==> src/rtl/spram_arb.sv <==
// Two-requester round-robin arbiter in front of a single-port RAM, with a
// full-memory clear sweep after reset and on request.
module spram_arb #(
  parameter int              DW       = 4,
  parameter int              AW       = 4,
  parameter logic [DW-1:0]   INIT_VAL = '0
) (
  input  logic          clk,
  input  logic          rstn,
  input  logic          clr,
  input  logic          req0,
  input  logic          req1,
  input  logic          we0,
  input  logic          we1,
  input  logic [AW-1:0] addr0,
  input  logic [AW-1:0] addr1,
  input  logic [DW-1:0] wdata0,
  input  logic [DW-1:0] wdata1,
  output logic          gnt0,
  output logic          gnt1,
  output logic          rvalid0,
  output logic          rvalid1,
  output logic [DW-1:0] rdata,
  output logic          busy,
  output logic          mem_wen,
  output logic [AW-1:0] mem_addr,
  output logic [DW-1:0] mem_data,
  input  logic [DW-1:0] mem_q,
  output logic          state_dbg
);

  // Handshake: a requester holds req/we/addr/wdata stable until it sees its
  // gnt high; the access is issued to the RAM in that same cycle, and a read
  // returns one cycle later as rvalidX=1 with rdata valid.

  typedef enum logic {
    CLEAR = 1'b0,
    RUN   = 1'b1
  } state_t;

  state_t        state, state_nxt;
  logic [AW-1:0] cnt, cnt_nxt;
  logic          last, last_nxt;
  logic          pick0, pick1;

  // State register
  always_ff @(posedge clk or negedge rstn) begin
    if (!rstn) begin
      state   <= CLEAR;
      cnt     <= '0;
      last    <= 1'b1;
      rvalid0 <= 1'b0;
      rvalid1 <= 1'b0;
    end else begin
      state   <= state_nxt;
      cnt     <= cnt_nxt;
      last    <= last_nxt;
      rvalid0 <= gnt0 & ~we0;
      rvalid1 <= gnt1 & ~we1;
    end
  end

  // Next-state logic; clr only matters in RUN
  always_comb begin
    state_nxt = state;
    cnt_nxt   = cnt;
    last_nxt  = last;
    case (state)
      CLEAR: begin
        cnt_nxt = cnt + 1'b1;
        if (cnt == {AW{1'b1}}) state_nxt = RUN;
      end
      RUN: begin
        if (clr) begin
          state_nxt = CLEAR;
          cnt_nxt   = '0;
        end
      end
      default: state_nxt = CLEAR;
    endcase
    if (gnt0)      last_nxt = 1'b0;
    else if (gnt1) last_nxt = 1'b1;
  end

  // Output logic: on contention the requester not recorded in last wins
  always_comb begin
    pick0     = req0 & (~req1 | last);
    pick1     = req1 & (~req0 | ~last);
    gnt0      = 1'b0;
    gnt1      = 1'b0;
    busy      = 1'b0;
    mem_wen   = 1'b1;
    mem_addr  = '0;
    mem_data  = '0;
    if (state == CLEAR) begin
      busy     = 1'b1;
      mem_wen  = 1'b0;
      mem_addr = cnt;
      mem_data = INIT_VAL;
    end else if (!clr) begin
      gnt0 = pick0;
      gnt1 = pick1;
      if (pick0) begin
        mem_wen  = ~we0;
        mem_addr = addr0;
        mem_data = wdata0;
      end else if (pick1) begin
        mem_wen  = ~we1;
        mem_addr = addr1;
        mem_data = wdata1;
      end
    end
  end

  assign rdata     = mem_q;
  assign state_dbg = state;

endmodule

==> config.mk <==
export PLATFORM = sky130hd
export DESIGN_NAME = spram_arb
export DESIGN_NICKNAME = d
export VERILOG_FILES = /design/src/rtl/spram_arb.sv
export SDC_FILE = /design/constraint.sdc
export NUM_CORES = 1
export LEC_CHECK = 0
export ABC_CLOCK_PERIOD_IN_PS = 2100
export CAP_MARGIN = 30
export CORE_AREA = 2 2 46 48
export CTS_CLUSTER_DIAMETER = 120
export CTS_CLUSTER_SIZE = 12
export DETAILED_ROUTE_END_ITERATION = 8
export DIE_AREA = 0 0 48 50
export HOLD_SLACK_MARGIN = 0.12
export PLACE_DENSITY = 0.73
export SETUP_SLACK_MARGIN = 0.1
export SKIP_LAST_GASP = 1
export SLEW_MARGIN = 25
export SYNTH_ARGS = -nofsm -noshare
export SYNTH_HDL_FRONTEND = slang
export SYNTH_SLANG_ARGS = --single-unit
==> constraint.sdc <==
create_clock -name clk -period 2.1 [get_ports clk]
set_input_delay 0.63 -clock clk [delete_from_list [all_inputs] [get_ports clk]]
set_output_delay 0.63 -clock clk [all_outputs]
set_load 0.01 [all_outputs]
==> flow_results.org <==
** Placement
- DP Worst Slack :: -0.8095 ns
- Cells after DPL :: 113
- Last weighted congestion value of the routability-driven placer :: 0.7507
- Input and output buffers added on the ports amount to 37.
- Final HPWL from detailed placement :: 1140 µm

** STA
- Headroom to the max-slew limit came out at 75.31%.
- Final setup violation count :: 10
- For the pin with the worst max-slew slack, the measured transition is 0.3692 ns.
- Slew Viols, Final :: 0
- The worst path in the final design needs a cycle of 2.234 ns, including I/O delays and setup.
- Setup repair after global routing could not meet its margin everywhere.
- Fmax :: 447.6 MHz
- The number of hold violations in the final report came to 0.
- Clock tree skew after final layout :: 0.01034 ns
- Across all setup checks in the final design, the least slack found is -0.1343 ns.
- Period Utilization, post-route :: 106.4%
- Worst-case hold slack :: 0.4818 ns

** Floorplanning
- In this run the horizontal extent of the chip is 48 µm.
- The die covers 2400 µm².
- Number of ports placed on the die boundary :: 46
- The initial utilization of the core area, before any placement, comes to 28.09%.
- The floorplan step set the die height to 50 µm.
- In this run the standard cell core region covers 1902 µm².
- In this run the core area contains 16 standard-cell rows.

** Outcome
- The flow ran to the end, but the final reports show violations.
- Violated checks :: negative setup slack

** Route
- Count of nets left with antenna violations after detail routing :: 0
- In the final routed layout, each cell accounts on average for 12.50 µm.
- In this run, the number of DRC markers left after iteration 0 of detailed routing was 6.
- Total via count in the routed design :: 605
- Dividing the detail-routed via count by the number of cells gives 4.654.
- For this run, design rule violations remaining after detail routing come to 0.
- After detailed routing, the total wire length is 1625 µm.
- The first detailed-routing pass ran for 4 iterations.

** Synth
- The commonest cells after synthesis are sky130_fd_sc_hd__dfrtp_1 (7), sky130_fd_sc_hd__nor2b_1 (6), sky130_fd_sc_hd__a22o_1 (5).
- Area of the mapped netlist :: 534.3 µm²
- The Yosys step of the flow raised 0 warnings.
- The cell count after synthesis came out at 52.
- Summing the sequential cell areas from Yosys gives 37.70% of the chip area.
- sky130_fd_sc_hd__dfrtp_1 takes more of the synthesized area than any other cell.
- Top cells by area, synth :: sky130_fd_sc_hd__dfrtp_1 (33%), sky130_fd_sc_hd__a22o_1 (8.2%), sky130_fd_sc_hd__a221o_1 (7.5%)
- Among all cell types in the netlist, the one instantiated most often is sky130_fd_sc_hd__dfrtp_1.
- Share of async-settable or async-resettable flops after synthesis :: 100.0%
- Mean Syn Cell Area :: 10.27 µm²
- Synth Flop Type :: sky130_fd_sc_hd__dfrtp_1
- Yosys reg bits :: 8
- Top-area cell type share of the netlist area :: 32.79%
- Post-synth net total :: 80
- Number of flops mapped to enable cells by yosys :: 0
- Post-synthesis cell type count :: 22

** Clocking
- Number of hold buffers added after cts :: 0
- The tree is rooted in a sky130_fd_sc_hd__clkbuf_4.
- Later-pin clock latency in the skew report :: 0.26 ns
- TritonCTS clock tree :: done
- TritonCTS created 3 clock buffers.
- Number of levels the H-tree was split into :: 1
- The longest clock path from root to sink contains 2 buffers.
- Clock slew seen by the registers of the worst setup and hold paths :: 0.05 ns
- The clock net in this run drives a total of 8 sinks.

** Finish
- Ant diodes :: 0
- Layout overhead on the synthesized area :: 84.08%
- After the flow finishes, the layout carries non-filler instances totaling 130.
- The net count of the finished layout is 132.
- Fraction of final layout cells sized beyond drive strength 1 :: 36.89%

** Setup path
- By startpoint and endpoint, the worst setup path is classified as reg -> out.
- Max Fanout on Critical Path :: 4
- Type of origin of the critical path :: register
- For the worst setup path, the data arrival time is 1.60 ns.
- At the worst endpoint, the required time is 1.47 ns.
- Type of element capturing the critical path :: output port

** Power and ir drop
- Ratio of total power to cell area :: 957.7 nW/µm²
- P_leak :: 0.4808 nW
- Across the VDD grid, the largest voltage drop is 0.6660 mV.

** Global route
- The first global-routing pass estimated 2628 µm of wire.
- The initial antenna violation count is 0.
- The via count of the first global-routing pass was 602.
- Largest net degree at the start of global routing :: 12
- Summed over all layers, the global routing overflow is 0.
- Total routing resource utilization after global routing :: 15.08%

** Worst hold path
- Type of the worst min-delay path :: reg -> reg

** Flow run
- Maxcap violations :: 0
## cell usage in the layout (no fill, tap or decap), types with 2 or more instances in the layout
cell / instances
sky130_fd_sc_hd__buf_6: 3
sky130_fd_sc_hd__and4b_4: 2
sky130_fd_sc_hd__dfrtp_1: 7
sky130_fd_sc_hd__buf_2: 13
sky130_fd_sc_hd__nor2b_1: 6
sky130_fd_sc_hd__a22o_1: 5
sky130_fd_sc_hd__buf_4: 14
sky130_fd_sc_hd__a221o_1: 4
sky130_fd_sc_hd__inv_1: 2
sky130_fd_sc_hd__clkdlybuf4s50_1: 19
sky130_fd_sc_hd__dlygate4sd2_1: 3
sky130_fd_sc_hd__o21ai_1: 3
sky130_fd_sc_hd__nand2_1: 3
sky130_fd_sc_hd__clkbuf_4: 3
sky130_fd_sc_hd__nand4b_1: 2
## critical path: stages, from the launching register on
cell and delay, ns:
sky130_fd_sc_hd__dfstp_2 0.54, sky130_fd_sc_hd__nand2_2 0.05, sky130_fd_sc_hd__and4b_4 0.20, sky130_fd_sc_hd__buf_6 0.13
sky130_fd_sc_hd__a221o_1 0.30, sky130_fd_sc_hd__buf_2 0.14
## state kept, by name, summed over array words and instances (netlist names)
register,flops
cnt,4
rvalid1,1
state_dbg,1
last,1
rvalid0,1
## power breakdown
| group | switching, mW | total, mW | internal, mW |
|---|---|---|---|
| registers | 0.0594 | 0.282 | 0.222 |
| clock network | 0.0538 | 0.127 | 0.0728 |
| logic | 0.222 | 0.534 | 0.312 |
## through the flow
stage                     instance area, µm²  setup TNS [ns]  utilization [%]  power [mW]
final                                  983.4         -0.8559            51.71      0.9419
after global placement                 910.9          -7.926            47.89      0.8105
after global routing                   983.4          -1.646            51.71       1.019
after floorplan                        534.3               0                -      0.5727
after CTS                              965.9         -0.9292            50.79      0.9338
after detailed placement               910.9          -8.274            47.89      0.8191
## cell families after synthesis
family                   after synthesis  share of synthesized area, %
AO/OA/AOI/OAI                         14                         21.55
XOR/XNOR                               2                         3.279
adder cells (fa/ha/maj)                1                         2.342
buffers and inverters                  9                         12.18
flip-flops                             8                         37.71
AND/OR/NAND/NOR                       18                         22.95
## worst paths after layout
| check | cells after the start | end | from | slack (ns) |
|---|---|---|---|---|
| worst min-delay path | 2 | last | last | 0.48 |
| min in group asynchronous | 1 | cnt[0] | rstn | 0.65 |
| max in group asynchronous | 1 | last | rstn | 1.13 |
| worst max register to register | 4 | rvalid0 | last | 0.86 |
| worst min register to register | 2 | last | last | 0.48 |
| worst max-delay path | 5 | mem_addr[2] | last | -0.13 |
## final cells by class
type | count | area (µm²)
clock buffer | 4 | 26.28
tap | 27 | 33.78
multi-input combinational | 35 | 270.3
fill | 189 | 918.4
timing repair buffer | 54 | 444.2
inverter | 2 | 7.507
sequential | 8 | 201.4
## routing by layer
layer	global-route usage [%]	routed length [µm]
met5	0	0
met4	0.4505	0
met3	5.861	135
met2	26.44	853
met1	17.71	636
## repair_timing
item                                    CTS  global route
endpoints found under the setup margin   13            12
setup buffers                            11             2
gates resized for setup                  62             1
hold endpoints to repair                  0             0
pin swaps                                 8             1
Note: power is estimated with default switching activity, not from simulation.
